**config.mk**
```make
export PLATFORM = sky130hd
export DESIGN_NAME = mic1_uart_rx
export DESIGN_NICKNAME = d
export VERILOG_FILES = /design/src/rtl/mic1_uart_pkg.sv /design/src/rtl/mic1_sync_fifo.sv /design/src/rtl/mic1_uart_rx.sv
export SDC_FILE = /design/constraint.sdc
export NUM_CORES = 1
export LEC_CHECK = 0
export BUFFER_PORTS_ARGS = -buffer_cell sky130_fd_sc_hd__buf_2
export CORE_MARGIN = 2
export CORE_UTILIZATION = 60
export DETAILED_ROUTE_END_ITERATION = 6
export PLACE_DENSITY = 0.83
export RECOVER_POWER = 25
export SKIP_LAST_GASP = 1
export SYNTH_ARGS = -nofsm -noshare
export SYNTH_HDL_FRONTEND = slang
export SYNTH_HIERARCHICAL = 1
export SYNTH_SLANG_ARGS = --single-unit
```
**constraint.sdc**
```tcl
create_clock -name clk -period 2.7 [get_ports clk]
set_input_delay 0 -clock clk [delete_from_list [all_inputs] [get_ports clk]]
set_output_delay 0 -clock clk [all_outputs]
set_load 0.1 [all_outputs]
```
**src/rtl/mic1_uart_pkg.sv**
```systemverilog
// Shared definitions for the MIC-1 UART receive (and later transmit) paths.
package mic1_uart_pkg;

  // Data bits per character (8N1 framing).
  localparam int UART_BITS = 8;

  // Receiver deframing states.
  typedef enum logic [1:0] {
    IDLE,
    START,
    DATA,
    STOP
  } rx_state_t;

  // Clocks per oversample tick, rounded to the nearest integer.
  function automatic int calc_div(input int clk_hz, input int baud, input int oversample);
    return (clk_hz + (baud * oversample) / 2) / (baud * oversample);
  endfunction

endpackage

```
**src/rtl/mic1_sync_fifo.sv**
```systemverilog
// Small synchronous FIFO: push with full flag, valid/ready pop.
// A push on a full FIFO is accepted when a pop happens in the same cycle.
module mic1_sync_fifo #(
  parameter int WIDTH = 8,
  parameter int DEPTH = 4
) (
  input  logic             clk,
  input  logic             rst,
  input  logic             push,
  input  logic [WIDTH-1:0] push_data,
  output logic             full,
  output logic             out_valid,
  input  logic             out_ready,
  output logic [WIDTH-1:0] out_data
);

  localparam int AW = $clog2(DEPTH);
  localparam logic [AW:0] PTR_ONE = 1;

  if (DEPTH < 2 || (1 << AW) != DEPTH) begin : g_bad_depth
    $error("mic1_sync_fifo: DEPTH must be a power of 2 and >= 2");
  end

  // The extra MSB on each pointer separates full from empty.
  logic [AW:0]      wr_ptr;
  logic [AW:0]      rd_ptr;
  logic [WIDTH-1:0] mem [DEPTH];
  logic             pop;
  logic             push_ok;

  assign out_valid = (wr_ptr != rd_ptr);
  assign full      = (wr_ptr[AW] != rd_ptr[AW]) && (wr_ptr[AW-1:0] == rd_ptr[AW-1:0]);
  assign pop       = out_valid && out_ready;
  assign push_ok   = push && (!full || pop);

  // Pointer update on accepted push and pop.
  // NOTE: non-blocking assignments so every flop samples pre-edge values; blocking here would race other clocked blocks.
  always_ff @(posedge clk or posedge rst) begin
    if (rst) begin
      wr_ptr <= '0;
      rd_ptr <= '0;
    end else begin
      if (push_ok) wr_ptr <= wr_ptr + PTR_ONE;
      if (pop)     rd_ptr <= rd_ptr + PTR_ONE;
    end
  end

  // Storage write.
  // NOTE: the array has no reset; emptiness comes from the pointers, and out_data is gated to 0 while empty.
  always_ff @(posedge clk) begin
    if (push_ok) mem[wr_ptr[AW-1:0]] <= push_data;
  end

  // Head-of-FIFO read, forced to 0 when nothing is held.
  // NOTE: default assignment first so every path drives out_data and no latch is inferred.
  always_comb begin
    out_data = '0;
    if (out_valid) out_data = mem[rd_ptr[AW-1:0]];
  end

endmodule

```
**src/rtl/mic1_uart_rx.sv**
```systemverilog
// UART receiver for the MIC-1 iCEBreaker top: synchronise, oversample,
// deframe 8N1, buffer in a FIFO, flag framing and overrun events.
module mic1_uart_rx
  import mic1_uart_pkg::*;
#(
  parameter int CLK_HZ     = 12000000,
  parameter int BAUD       = 115200,
  parameter int OVERSAMPLE = 8,
  parameter int FIFO_DEPTH = 4
) (
  input  logic                 clk,
  input  logic                 rst,
  input  logic                 ser_rx,
  output logic [UART_BITS-1:0] rx_data,
  output logic                 rx_valid,
  input  logic                 rx_ready,
  output logic                 frame_err,
  output logic                 overrun_err,
  output logic                 rx_busy
);

  localparam int DIV   = calc_div(CLK_HZ, BAUD, OVERSAMPLE);
  localparam int DIV_W = (DIV > 1) ? $clog2(DIV) : 1;
  localparam int T_W   = $clog2(OVERSAMPLE);
  localparam int BIT_W = $clog2(UART_BITS);

  localparam logic [DIV_W-1:0] DIV_LAST = DIV_W'(DIV - 1);
  localparam logic [DIV_W-1:0] DIV_ONE  = 1;
  localparam logic [T_W-1:0]   T_LAST   = T_W'(OVERSAMPLE - 1);
  localparam logic [T_W-1:0]   T_ONE    = 1;
  localparam logic [T_W-1:0]   T_VOTE_A = T_W'(OVERSAMPLE / 2 - 1);
  localparam logic [T_W-1:0]   T_VOTE_B = T_W'(OVERSAMPLE / 2);
  localparam logic [T_W-1:0]   T_VOTE_C = T_W'(OVERSAMPLE / 2 + 1);
  localparam logic [BIT_W-1:0] BIT_LAST = BIT_W'(UART_BITS - 1);
  localparam logic [BIT_W-1:0] BIT_ONE  = 1;

  if (OVERSAMPLE < 4 || (OVERSAMPLE % 2) != 0) begin : g_bad_os
    $error("mic1_uart_rx: OVERSAMPLE must be even and >= 4");
  end

  rx_state_t            state;
  logic                 rx_meta;
  logic                 rx_s;
  logic [DIV_W-1:0]     div_cnt;
  logic [T_W-1:0]       t_cnt;
  logic [BIT_W-1:0]     bit_idx;
  logic [1:0]           samp_q;
  logic                 bit_val;
  logic [UART_BITS-1:0] shift_q;
  logic                 wait_high;

  logic tick;
  logic sub_start;
  logic samp_a;
  logic samp_b;
  logic samp_c;
  logic bit_end;
  logic vote;
  logic fifo_full;
  logic fifo_room;
  logic stop_decide;
  logic fifo_push;

  // Samples are taken at the start of sub-intervals A/B/C, so the three
  // votes straddle the bit centre; the last bit period ends on the final tick.
  assign tick      = (div_cnt == DIV_LAST);
  assign sub_start = (div_cnt == '0);
  assign samp_a    = sub_start && (t_cnt == T_VOTE_A);
  assign samp_b    = sub_start && (t_cnt == T_VOTE_B);
  assign samp_c    = sub_start && (t_cnt == T_VOTE_C);
  assign bit_end   = tick && (t_cnt == T_LAST);
  assign vote      = (samp_q[0] & samp_q[1]) | (samp_q[0] & rx_s) | (samp_q[1] & rx_s);

  // A same-cycle pop frees a slot, so fullness is judged after the pop.
  assign fifo_room   = !fifo_full || (rx_valid && rx_ready);
  assign stop_decide = (state == STOP) && samp_c;
  assign fifo_push   = stop_decide && vote && fifo_room;

  // Two-flop synchroniser for the asynchronous line, idling high.
  always_ff @(posedge clk or posedge rst) begin
    if (rst) begin
      rx_meta <= 1'b1;
      rx_s    <= 1'b1;
    end else begin
      rx_meta <= ser_rx;
      rx_s    <= rx_meta;
    end
  end

  // Deframing FSM with its tick divider, counters and registered status outputs.
  always_ff @(posedge clk or posedge rst) begin
    if (rst) begin
      state       <= IDLE;
      div_cnt     <= '0;
      t_cnt       <= '0;
      bit_idx     <= '0;
      samp_q      <= '0;
      bit_val     <= 1'b0;
      shift_q     <= '0;
      wait_high   <= 1'b0;
      frame_err   <= 1'b0;
      overrun_err <= 1'b0;
      rx_busy     <= 1'b0;
    end else begin
      frame_err   <= 1'b0;
      overrun_err <= 1'b0;

      if (state == IDLE) begin
        div_cnt <= '0;
        t_cnt   <= '0;
      end else if (tick) begin
        div_cnt <= '0;
        t_cnt   <= (t_cnt == T_LAST) ? '0 : t_cnt + T_ONE;
      end else begin
        div_cnt <= div_cnt + DIV_ONE;
      end

      if (samp_a) samp_q[0] <= rx_s;
      if (samp_b) samp_q[1] <= rx_s;
      if (samp_c) bit_val   <= vote;

      case (state)
        IDLE: begin
          if (wait_high) begin
            if (rx_s) wait_high <= 1'b0;
          end else if (!rx_s) begin
            state   <= START;
            bit_idx <= '0;
            rx_busy <= 1'b1;
          end
        end
        START: begin
          if (bit_end) begin
            if (bit_val) begin
              state   <= IDLE;
              rx_busy <= 1'b0;
            end else begin
              state   <= DATA;
              bit_idx <= '0;
            end
          end
        end
        DATA: begin
          if (samp_c) shift_q <= {vote, shift_q[UART_BITS-1:1]};
          if (bit_end) begin
            if (bit_idx == BIT_LAST) state <= STOP;
            else                     bit_idx <= bit_idx + BIT_ONE;
          end
        end
        STOP: begin
          if (samp_c) begin
            state   <= IDLE;
            rx_busy <= 1'b0;
            if (!vote) begin
              frame_err <= 1'b1;
              wait_high <= 1'b1;
            end else if (!fifo_room) begin
              overrun_err <= 1'b1;
            end
          end
        end
        default: begin
          state   <= IDLE;
          rx_busy <= 1'b0;
        end
      endcase
    end
  end

  mic1_sync_fifo #(
    .WIDTH (UART_BITS),
    .DEPTH (FIFO_DEPTH)
  ) u_fifo (
    .clk       (clk),
    .rst       (rst),
    .push      (fifo_push),
    .push_data (shift_q),
    .full      (fifo_full),
    .out_valid (rx_valid),
    .out_ready (rx_ready),
    .out_data  (rx_data)
  );

endmodule

```
* After elaboration in Yosys (flattened, before gate mapping)
Memories as Yosys holds them, arrays and structs flattened. Cells that the tools add are included. Widths: inputs -> output; s select.
Storage, ports and cells: logic and storage cells 113, input bits 4, register bits after elaboration 35, memories 1, output and inout port bits 12, ROM bits 0, RAM bits 32, latch bits 0
Cells by class: divide/modulo/power cells 0, bitwise operators 5, mux-type cells 41, shift-type cells 0, eq/ne operators 22, multipliers 0, order comparisons 0, add/subtract/negate cells 5, reduce and logical (&&, ||, !) cells 23
Memories:
- u_fifo.mem | words 4, bits a word 8, read ports 1, clocked after memory_dff 0, write ports 1, RTL line mic1_sync_fifo.sv:27 | logic [WIDTH-1:0] mem [DEPTH];
Operator list (number):
- $mux 3 | 9
- $ne 2x2->1 const B | 10
- $mux 1 | 18
- $mux 2 | 7
- $add 3x1->3 const B | 4
- $eq 3x3->1 const B | 4
- $reduce_and 6->1 | 2
- $logic_and 1x1->1 | 10
- $pmux 3 s3 | 1
- $mux 4 | 2
- $mux 8 | 1
- $pmux 2 s4 | 1
- $reduce_and 7->1 | 1
- $reduce_bool 3->1 | 2
- $add 4x1->4 const B | 1
- $eq 2x2->1 const B | 2
- $eq 4x4->1 const B | 1
- $logic_not 4->1 | 1
- $reduce_bool 2->1 | 2
- $and 1x1->1 | 3
- $eq 3x2->1 const B | 1
- $ne 3x3->1 | 1
- $pmux 1 s3 | 1
- $reduce_and 3->1 | 1
- 9 further kinds | 10

* Depth between registers and ports, before layout
Gate-level depths: netlist of the first run.
depth in word-level cells 8, depth in mapped cells 10, mapped depth without buffers 9

* By module
The synthesis of the first run kept the hierarchy.
Modules (own cells, without submodules):
- mic1_sync_fifo | area each 1694.1 um^2, cells an instance 87, seq. area each 1111.1 um^2, instances 1
- mic1_uart_rx | area each 1426.4 um^2, cells an instance 114, seq. area each 728.2 um^2, instances 1

* Worst setup path before layout of the first run
No wires, ideal clock.
path type flip-flop to flip-flop, from register u_fifo.rd_ptr[1], to memory u_fifo.mem[3][0] (enable), library setup time 296 ps, clock period less this slack 2837 ps, stages on the path, launching flop included 11, data required time 2404 ps, arrival time 2541 ps, path buffers 1, path slack -137 ps, path through dfrtp_1 > buf_6 > xor2_4 > nor3_2 > inv_1 > nand2_1 > nand2_1 > and3_1 > and2_1 > o41ai_1 > inv_1
On the way: elaborated cells between the ends (all ways) 10, classes of those cells eq/ne (2); mux (2); reduce/logical (6)
RTL lines:
- start, declared | RTL line mic1_sync_fifo.sv:26 | logic [AW:0] rd_ptr;
- start signal, assigned | RTL line mic1_sync_fifo.sv:44 | if (pop) rd_ptr <= rd_ptr + PTR_ONE;
- $ne 3x3->1 | RTL line mic1_sync_fifo.sv:31 | assign out_valid = (wr_ptr != rd_ptr);
- net rx_valid | RTL line mic1_uart_rx.sv:15 | output logic rx_valid,
- $logic_and 1x1->1 | RTL line mic1_uart_rx.sv:75 | assign fifo_room = !fifo_full || (rx_valid && rx_ready);
- $logic_or 1x1->1 | RTL line mic1_uart_rx.sv:75
- $logic_and 1x1->1 | RTL line mic1_uart_rx.sv:77 | assign fifo_push = stop_decide && vote && fifo_room;
- net fifo_push | RTL line mic1_uart_rx.sv:62 | logic fifo_push;
- $logic_and 1x1->1 | RTL line mic1_sync_fifo.sv:34 | assign push_ok = push && (!full || pop);
- $mux 1 | RTL line mic1_sync_fifo.sv:51 | if (push_ok) mem[wr_ptr[AW-1:0]] <= push_data;
- $mux 1 (not written as such) | RTL line mic1_sync_fifo.sv:51
- end, declared | RTL line mic1_sync_fifo.sv:27
The timed path passes the listed nets, and every way through them passes these cells.

* Final worst setup path of the first run
from register div_cnt[0], to memory u_fifo.mem[0][7] (enable)
On the way: word-level cells in the longest chain between the ends 8
RTL lines:
- start, declared | RTL line mic1_uart_rx.sv:44 | logic [DIV_W-1:0] div_cnt;
- start signal, assigned | RTL line mic1_uart_rx.sv:115 | div_cnt <= div_cnt + DIV_ONE;
- $logic_not 4->1 | RTL line mic1_uart_rx.sv:67 | assign sub_start = (div_cnt == '0);
- $logic_and 1x1->1 | RTL line mic1_uart_rx.sv:70 | assign samp_c = sub_start && (t_cnt == T_VOTE_C);
- $logic_and 1x1->1 | RTL line mic1_uart_rx.sv:76 | assign stop_decide = (state == STOP) && samp_c;
- $logic_and 1x1->1 (2 in a row) | RTL line mic1_uart_rx.sv:77
- net fifo_push | RTL line mic1_uart_rx.sv:62
- $logic_and 1x1->1 | RTL line mic1_sync_fifo.sv:34
- $mux 1 | RTL line mic1_sync_fifo.sv:51
- $mux 1 (not written as such) | RTL line mic1_sync_fifo.sv:51
The timed path passes the listed nets, and every way through them passes these cells.

==> metrics.md, run 1 <==
| Metric | Value |
|---|---|
| Crit path DAT | approximately 2300 ps |
| Slew at the pin closest to its max-slew limit | 1062 ps |
| Placed cells | around 280 |
| Total CTS buffers | 9 |
| Starting DRC count in detailed routing | about 110 |
| Cell taking the most area after synthesis | edfxtp_1 |
| Setup_tns | 0 ps |
| HP Class | input pin to flop |
| Die ar. | approximately 5800 µm² |
| Post-DR wirelength/cell | about 16 µm |
| Vias in the first global route | between 1,500 and 2,000 |
| Die Ht | approximately 76 µm |
| CP max FO | 8 |
| Worst Hold Depth | 3 |
| Top cells by area, synth | edfxtp_1 (31%), dfrtp_1 (26%), mux4_1 (6.7%) |
| CP Launch Type | flop |
| Library cells used by synthesis | between 40 and 50 |
| Crit path max-delay family | simple AND/OR/NAND/NOR gates |
| Post_cts resized | 0 |
| Yosys warnings | 6 |
| Max VDD drop | around 0.36 mV |
| 1st-pass router iterations | 4 |
| Reg2reg start | div_cnt[0] |
| Worst slack, placed | approximately 430 ps |
| Reg-to-Reg End | u_fifo/mem[0][7] |
| Max-Cap Viols | 0 |
| R2R depth | 6 |
| Core Region | between 5000 and 6000 µm² |
| CP Data Required Time | ~2700 ps |
| Slowest cell on crit path | and3_1 |
| Finished Cell Area | roughly 3500 µm² |
| Period utilisation layout | around 85% |
| R2R setup slack | slightly below 400 ps |
| RSZ-0062 raised after global routing | false |
| Mapped cell area | roughly 3100 µm² |
| Clk_lat worst skew | 330 ps |
| Syn Area/Cell | approximately 16 µm² |
| Met2 wire length | about 2500 µm |
| Critical setup path kind | flop to flop |
| H-tree depth | 3 |
| Synthesized Nets | approximately 220 |
| # IOs | 16 |
| Clock-pin slew on the worst setup and hold paths | ~70 ps |
| Register area share after synthesis | roughly three fifths |
| CP Capture Type | flop |
| Antenna fix cells | 0 |
| Synth Register Bits | 67 |
| Post-DP HPWL | 3370 µm |
| Antenna Violating Nets Remaining | 0 |
| Layout cells sized above 1 | between 20 and 30% |
| Setup-failing EPs final | 0 |
| CP bufs+invs | 1 |
| Largest net degree at the start of global routing | 30 |
| Synth Instances | 201 |
| Max Freq | roughly 0.43 GHz |
| Final min period | between 2000 and 2500 ps |
| Fin. Hold Viols | 0 |
| Die extent in x | 76.12 µm |
| Ys async rst share | a little over half |
| Main flop type after synthesis | dfrtp_1 |
| Crit. Startpoint | div_cnt[0] |
| CTS tree | done |
| CP max stage delay | 420 ps |
| Worst hold start | rx_ready |
| Area delta synth->final | 11.67% |
| Critical Path, Cell by Cell | inv_1 -> ha_1 -> and4bb_4 -> and4_2 -> and3_4 -> and3_1 |
| Routed wl met3 | roughly 230 µm |
| Antenna violations before repair | 0 |
| Max Root-Sink Buffers | 2 |
| Outcome | finished, final reports clean |
| DP Area | around 3300 µm² |
| Net count, final | about 240 |
| Port Buffers | 15 |
| Final wirelength | around 4900 µm |
| Fill cells | between 300 and 400 |
| DR vias | between 1,500 and 2,000 |
| Final Slew Violations | 0 |
| Hold endpoint | u_fifo/rd_ptr[0] |
| PwrDens | approximately 540 nW/µm² |
| # clock sinks | between 60 and 70 |
| Total grt overflow | 0 |
| Via density | 5.498 |
| Initial Util | between 60 and 70% |
| Number of synthesized flops with an enable pin | 32 |
| Residual DRC | 0 |
| Post-layout util | around 69% |
| Clk_skew | a little under 10 ps |
| Fin worst setup slack | ~400 ps |
| Max Used Layer | met4 |
| Rel. slew slack | roughly 29% |
| Wl on met1 | around 2100 µm |
| Post-synth top area share | between 30% and 40% |
| Final cell count without fillers | between 300 and 400 |
| GR Util All Layers | roughly 19% |
| Std cell rows | 26 |
| First-pass GRT wire length | 8079 µm |
| Placer Congestion | just under 0.8 |
| CTS root buffer | clkbuf_8 |
| P_leak | 1.603 nW |
## synthesized netlist by cell type (all sizes together) (2+ instances only)
cell / number
nand3: 2
a21oi: 4
nor3: 3
mux2: 14
mux4: 9
xnor2: 7
xor2: 3
and4: 3
and2: 3
or4: 2
buf: 5
nor3b: 2
o41ai: 2
dfrtp: 33
inv: 13
edfxtp: 32
ha: 14
nand2: 7
nor2: 6
o31ai: 2
o21ai: 3
nor2b: 10
a22o: 3
dfstp: 2
and3: 4
## worst max-delay path by stage
| stage | slack [ps] | endpoint | cells past startpoint |
|---|---|---|---|
| floorplan | 20 | u_fifo/mem[3][0] | 10 |
| global placement | 510 | u_fifo/mem[2][1] | 6 |
| detailed placement | 430 | u_fifo/mem[2][1] | 6 |
| CTS | 380 | u_fifo/mem[3][7] | 9 |
| global route | 240 | u_fifo/mem[3][7] | 9 |
| finish | 400 | u_fifo/mem[0][7] | 6 |
## worst min-delay path: cells and delay by family
kind / cells / cell delay (ps)
buf+inv: 1 / 150
compound gates: 1 / 120
xor+xnor: 1 / 70
## per-stage QoR
step | hold WS, ps | power (mW)
after floorplan | -209.0 | 1.098
after detailed placement | -62.01 | 1.106
after CTS | 29.72 | 1.898
final | 44.08 | 1.883
after global placement | -69.02 | 1.105
after global routing | 59.92 | 1.945
## placed cells by master (no fill, tap or decap), types with 2 or more instances in the layout
| cell | count |
|---|---|
| buf_4 | 2 |
| or4_1 | 2 |
| and2_1 | 3 |
| a21oi_1 | 4 |
| clkinv_2 | 2 |
| buf_2 | 14 |
| nor3_1 | 2 |
| clkbuf_8 | 10 |
| xor2_4 | 2 |
| a22o_1 | 3 |
| ha_1 | 14 |
| dfstp_2 | 2 |
| dlygate4sd3_1 | 2 |
| o41ai_2 | 2 |
| inv_1 | 11 |
| and4_2 | 2 |
| mux2_2 | 6 |
| mux4_1 | 8 |
| o21ai_0 | 3 |
| nor2b_1 | 10 |
| o31ai_1 | 2 |
| nand2_1 | 7 |
| dfrtp_1 | 33 |
| nand3_1 | 2 |
| clkbuf_1 | 4 |
| mux2_4 | 8 |
| edfxtp_1 | 32 |
| xnor2_1 | 7 |
| and3_1 | 3 |
| nor3b_1 | 2 |
| nor2_1 | 6 |
## state kept, by name (all words and copies together), names as in the netlist, 2 cells and up, named ones only
register,flops
shift_q,8
t_cnt,3
div_cnt,4
u_fifo/mem,32
u_fifo/wr_ptr,3
u_fifo/rd_ptr,3
samp_q,2
bit_idx,3
## layer usage
metal,track usage [%],up-vias
met1,23.35,809
li1,-,797
met4,9.818,0
met2,30.54,43
met3,3.910,6
met5,0,-
## cells by family (layout without fill, tap and decap cells)
logic type               Yosys count  count (layout)  share of synthesized area (%)
XOR/XNOR                          10              10                          4.010
AND/OR/NAND/NOR                   50              50                          10.35
AO/OA/AOI/OAI                     17              17                          4.010
buffers and inverters             18              48                          2.967
adder cells (fa/ha/maj)           15              15                          5.934
flip-flops                        67              67                          58.94
multiplexers                      24              24                          13.79
## repair_timing
item                                   in CTS  in global routing
buffers inserted                            0                  0
hold buffers                                2                  0
endpoints found under the hold margin      34                  0
## where the power goes
part | total, mW | switching, mW | internal (mW)
combinational | 0.0192 | 0.0138 | 0.00535
sequential | 1.07 | 0.00191 | 1.07
clock | 0.797 | 0.347 | 0.450
total | 1.88 | 0.362 | 1.52
## cell type report
| cell class | instances | area, µm² | area share [%] |
|---|---|---|---|
| inverter | 13 | 52.55 | 1.508 |
| multi-input combinational | 116 | 1207 | 34.65 |
| tap | 70 | 87.58 | 2.513 |
| sequential | 67 | 1839 | 52.78 |
| clock buffer | 13 | 148.9 | 4.273 |
| clock inverter | 3 | 40.04 | 1.149 |
| timing repair buffer | 19 | 108.9 | 3.124 |
(Power assumes the default switching activity.)
==> inputs of run 2 (changes only) <==
--- a/config.mk
+++ b/config.mk
@@ -5,11 +5,12 @@
 export SDC_FILE = /design/constraint.sdc
 export NUM_CORES = 1
 export LEC_CHECK = 0
+export ABC_AREA = 1
 export BUFFER_PORTS_ARGS = -buffer_cell sky130_fd_sc_hd__buf_2
 export CORE_MARGIN = 2
-export CORE_UTILIZATION = 60
+export CORE_UTILIZATION = 61
 export DETAILED_ROUTE_END_ITERATION = 6
-export PLACE_DENSITY = 0.83
+export PLACE_DENSITY = 0.84
 export RECOVER_POWER = 25
 export SKIP_LAST_GASP = 1
 export SYNTH_ARGS = -nofsm -noshare
==> run 2 against run 1 <==
Critical path depth up 3. Final cell count up 43%. First-iteration DRC count up 7.4%. Clock skew about the same. Via count up 35%. Total power down 1.1%. Non-clock buffer count up 5. Critical path type unchanged. Critical endpoint is now u_fifo/mem[1][0]. Largest cell class unchanged.
==> metrics.md, run 2 <==
| Metric | Value |
|---|---|
| Outcome | finished, final reports clean |
| CP Launch Type | flop |
| Via density | 5.193 |
| P_leak | between 1.5 and 2 nW |
| Final cell count without fillers | 430 |
| Most frequent cells after synthesis | nand2_1 (73), nor2_1 (43), dfrtp_1 (33), inv_1 (33), edfxtp_1 (32) |
| Layout cells sized above 1 | between 10% and 20% |
| Slew at the pin closest to its max-slew limit | between 1000 and 1500 ps |
| CTS root buffer | clkbuf_8 |
| Residual DRC | 0 |
| Total power | between 1.5 and 2 mW |
| Yosys warnings | 6 |
| Number of synthesized flops with an enable pin | 32 |
| CTS tree | done |
| Mapped cell area | approximately 3200 µm² |
| Critical setup path kind | flop to flop |
| Synth Instances | 327 |
| Crit path DAT | approximately 2200 ps |
| Final Slew Violations | 0 |
| R2R depth | 9 |
| Hold_ws | about 110 ps |
| Clk_lat worst skew | ~340 ps |
| Max Root-Sink Buffers | 2 |
| Starting DRC count in detailed routing | between 100 and 150 |
| Top cells by area, synth | edfxtp_1 (30%), dfrtp_1 (26%), nand2_1 (8.5%) |
| Clock-pin slew on the worst setup and hold paths | about 70 ps |
| CP max FO | 18 |
| Port Buffers | 15 |
| Fin worst setup slack | between 500 and 600 ps |
| Fin. Hold Viols | 0 |
| Setup-failing EPs final | 0 |
| CP Data Required Time | ~2800 ps |
| Clk_skew | approximately 9.8 ps |
| Rel. slew slack | between 20% and 30% |
| Post-layout util | 70.26% |
| Post-DP HPWL | between 4000 and 5000 µm |
| Library cells used by synthesis | 40 |
| Finished Cell Area | around 3600 µm² |
| Syn Area/Cell | between 9 and 10 µm² |
| Register area share after synthesis | between 50% and 60% |
| Initial Util | a little over three fifths |
| Placer Congestion | approximately 0.8 |
| HP Class | input pin to async pin |
| First-pass GRT wire length | between 9000 and 10,000 µm |
| # IOs | 16 |
| Post-CTS Hold Buffers | 3 |
| Synthesized Nets | about 350 |
| Main flop type after synthesis | dfrtp_1 |
| Cell taking the most area after synthesis | edfxtp_1 |
| Setup_tns | 0 ps |
| Die Ht | 76.69 µm |
| Largest net degree at the start of global routing | 30 |
| Antenna fix cells | 0 |
| Final wirelength | just under 6000 µm |
| H-tree depth | 3 |
| Crit path max-delay family | simple AND/OR/NAND/NOR gates |
| Post-DR wirelength/cell | 13.60 µm |
| R2R setup slack | between 500 and 600 ps |
| Crit path capture | u_fifo/mem[1][0] |
| Crit. Startpoint | u_fifo/rd_ptr[0] |
| Final min period | 2158 ps |
| Ys async rst share | approximately 52% |
| CP Capture Type | flop |
| CP bufs+invs | 2 |
| Die extent in x | around 77 µm |
| Worst slack, placed | roughly 550 ps |
| Reg-to-Reg End | u_fifo/mem[1][0] |
| Core Region | 5107 µm² |
| Antenna Violating Nets Remaining | 0 |
| Total grt overflow | 0 |
| Antenna violations before repair | 0 |
| Max VDD drop | around 0.39 mV |
| DP Area | approximately 3400 µm² |
| Most frequent cells in the layout | nand2_1 (73), nor2_1 (43), inv_1 (33), dfrtp_1 (33), edfxtp_1 (32) |
| Vias in the first global route | about 2,100 |
| Count leader, synth | nand2_1 |
| Std cell rows | 26 |
| CP max stage delay | 440 ps |
| Total CTS buffers | 9 |
| Placed cells | between 400 and 500 |
| RSZ-0062 raised after global routing | false |
| Die ar. | 5881 µm² |
| Area delta synth->final | 11.34% |
| Synth Register Bits | 67 |
| Max Freq | about 0.46 GHz |
| Net count, final | about 370 |
| Max reg flops | 32 |
| DR vias | 2,233 |
| PwrDens | a little over 500 nW/µm² |
| Max-Cap Viols | 0 |
| Post-synth top area share | approximately 30% |
| Worst path depth | 9 |
| Critical Path, Cell by Cell | inv_4 -> nand2_1 -> nand2_4 -> nand3_4 -> nand2_1 -> a21oi_1 -> nand2_4 -> nor2_1 -> buf_4 |
| Commonest non-fill, non-tap cell in the layout | nand2_1 |
| # clock sinks | between 60 and 70 |
| Post_cts resized | 0 |
| Post-CTS Setup Inserts | 0 |
| Fill cells | just under 400 |
| Period utilisation layout | approximately 80% |
| GR Util All Layers | ~22% |
| 1st-pass router iterations | 4 |
| Reg2reg start | u_fifo/rd_ptr[0] |
| Slowest cell on crit path | dfrtp_1 |
==> run 2: cell families (layout without fill, tap and decap cells) <==
kind of cell / after synthesis / count (layout) / share of synthesized area, %
AND/OR/NAND/NOR: 151 / 151 / 21.31
flip-flops: 67 / 67 / 57.07
buffers and inverters: 47 / 80 / 6.754
AO/OA/AOI/OAI: 43 / 43 / 7.493
adder cells (fa/ha/maj): 14 / 14 / 5.435
XOR/XNOR: 5 / 5 / 1.941
==> run 2: layout make-up <==
cell class | instances | area [µm²] | area share [%]
clock buffers | 13 | 170.2 | 4.742
inverters | 40 | 155.1 | 4.324
repair buffers | 24 | 148.9 | 4.149
clock inverters | 3 | 21.27 | 0.5927
multi-input cells | 213 | 1166 | 32.50
well taps | 70 | 87.58 | 2.441
flip-flops and latches | 67 | 1839 | 51.26
==> run 2: per-layer routing <==
layer / track usage, % / vias to the layer above / part of all wire (%)
met2: 38.86 / 45 / 52
li1: - / 1118 / -
met4: 6.000 / 0 / 0.98
met1: 26.96 / 1063 / 43
met5: 0 / - / 0
met3: 7.059 / 7 / 4.6
==> run 2: worst min-delay path by stage <==
stage	start	to	slack, ps	cells past startpoint
floorplan	rst	u_fifo/rd_ptr[0]	-210	1
global placement	rst	u_fifo/wr_ptr[1]	-60	2
detailed placement	rst	u_fifo/wr_ptr[2]	-70	2
CTS	rst	u_fifo/wr_ptr[1]	120	3
global route	rst	u_fifo/wr_ptr[1]	130	3
finish	rst	u_fifo/wr_ptr[1]	110	3
==> run 2: power by group <==
part           switching [mW]  internal (mW)
logic                  0.0143        0.00580
clock network           0.360          0.415
registers             0.00168           1.07
==> run 2: tightest hold or removal path, stage by stage <==
cell	delay, ps
dlygate4sd3_1	530
clkbuf_1	100
inv_1	190
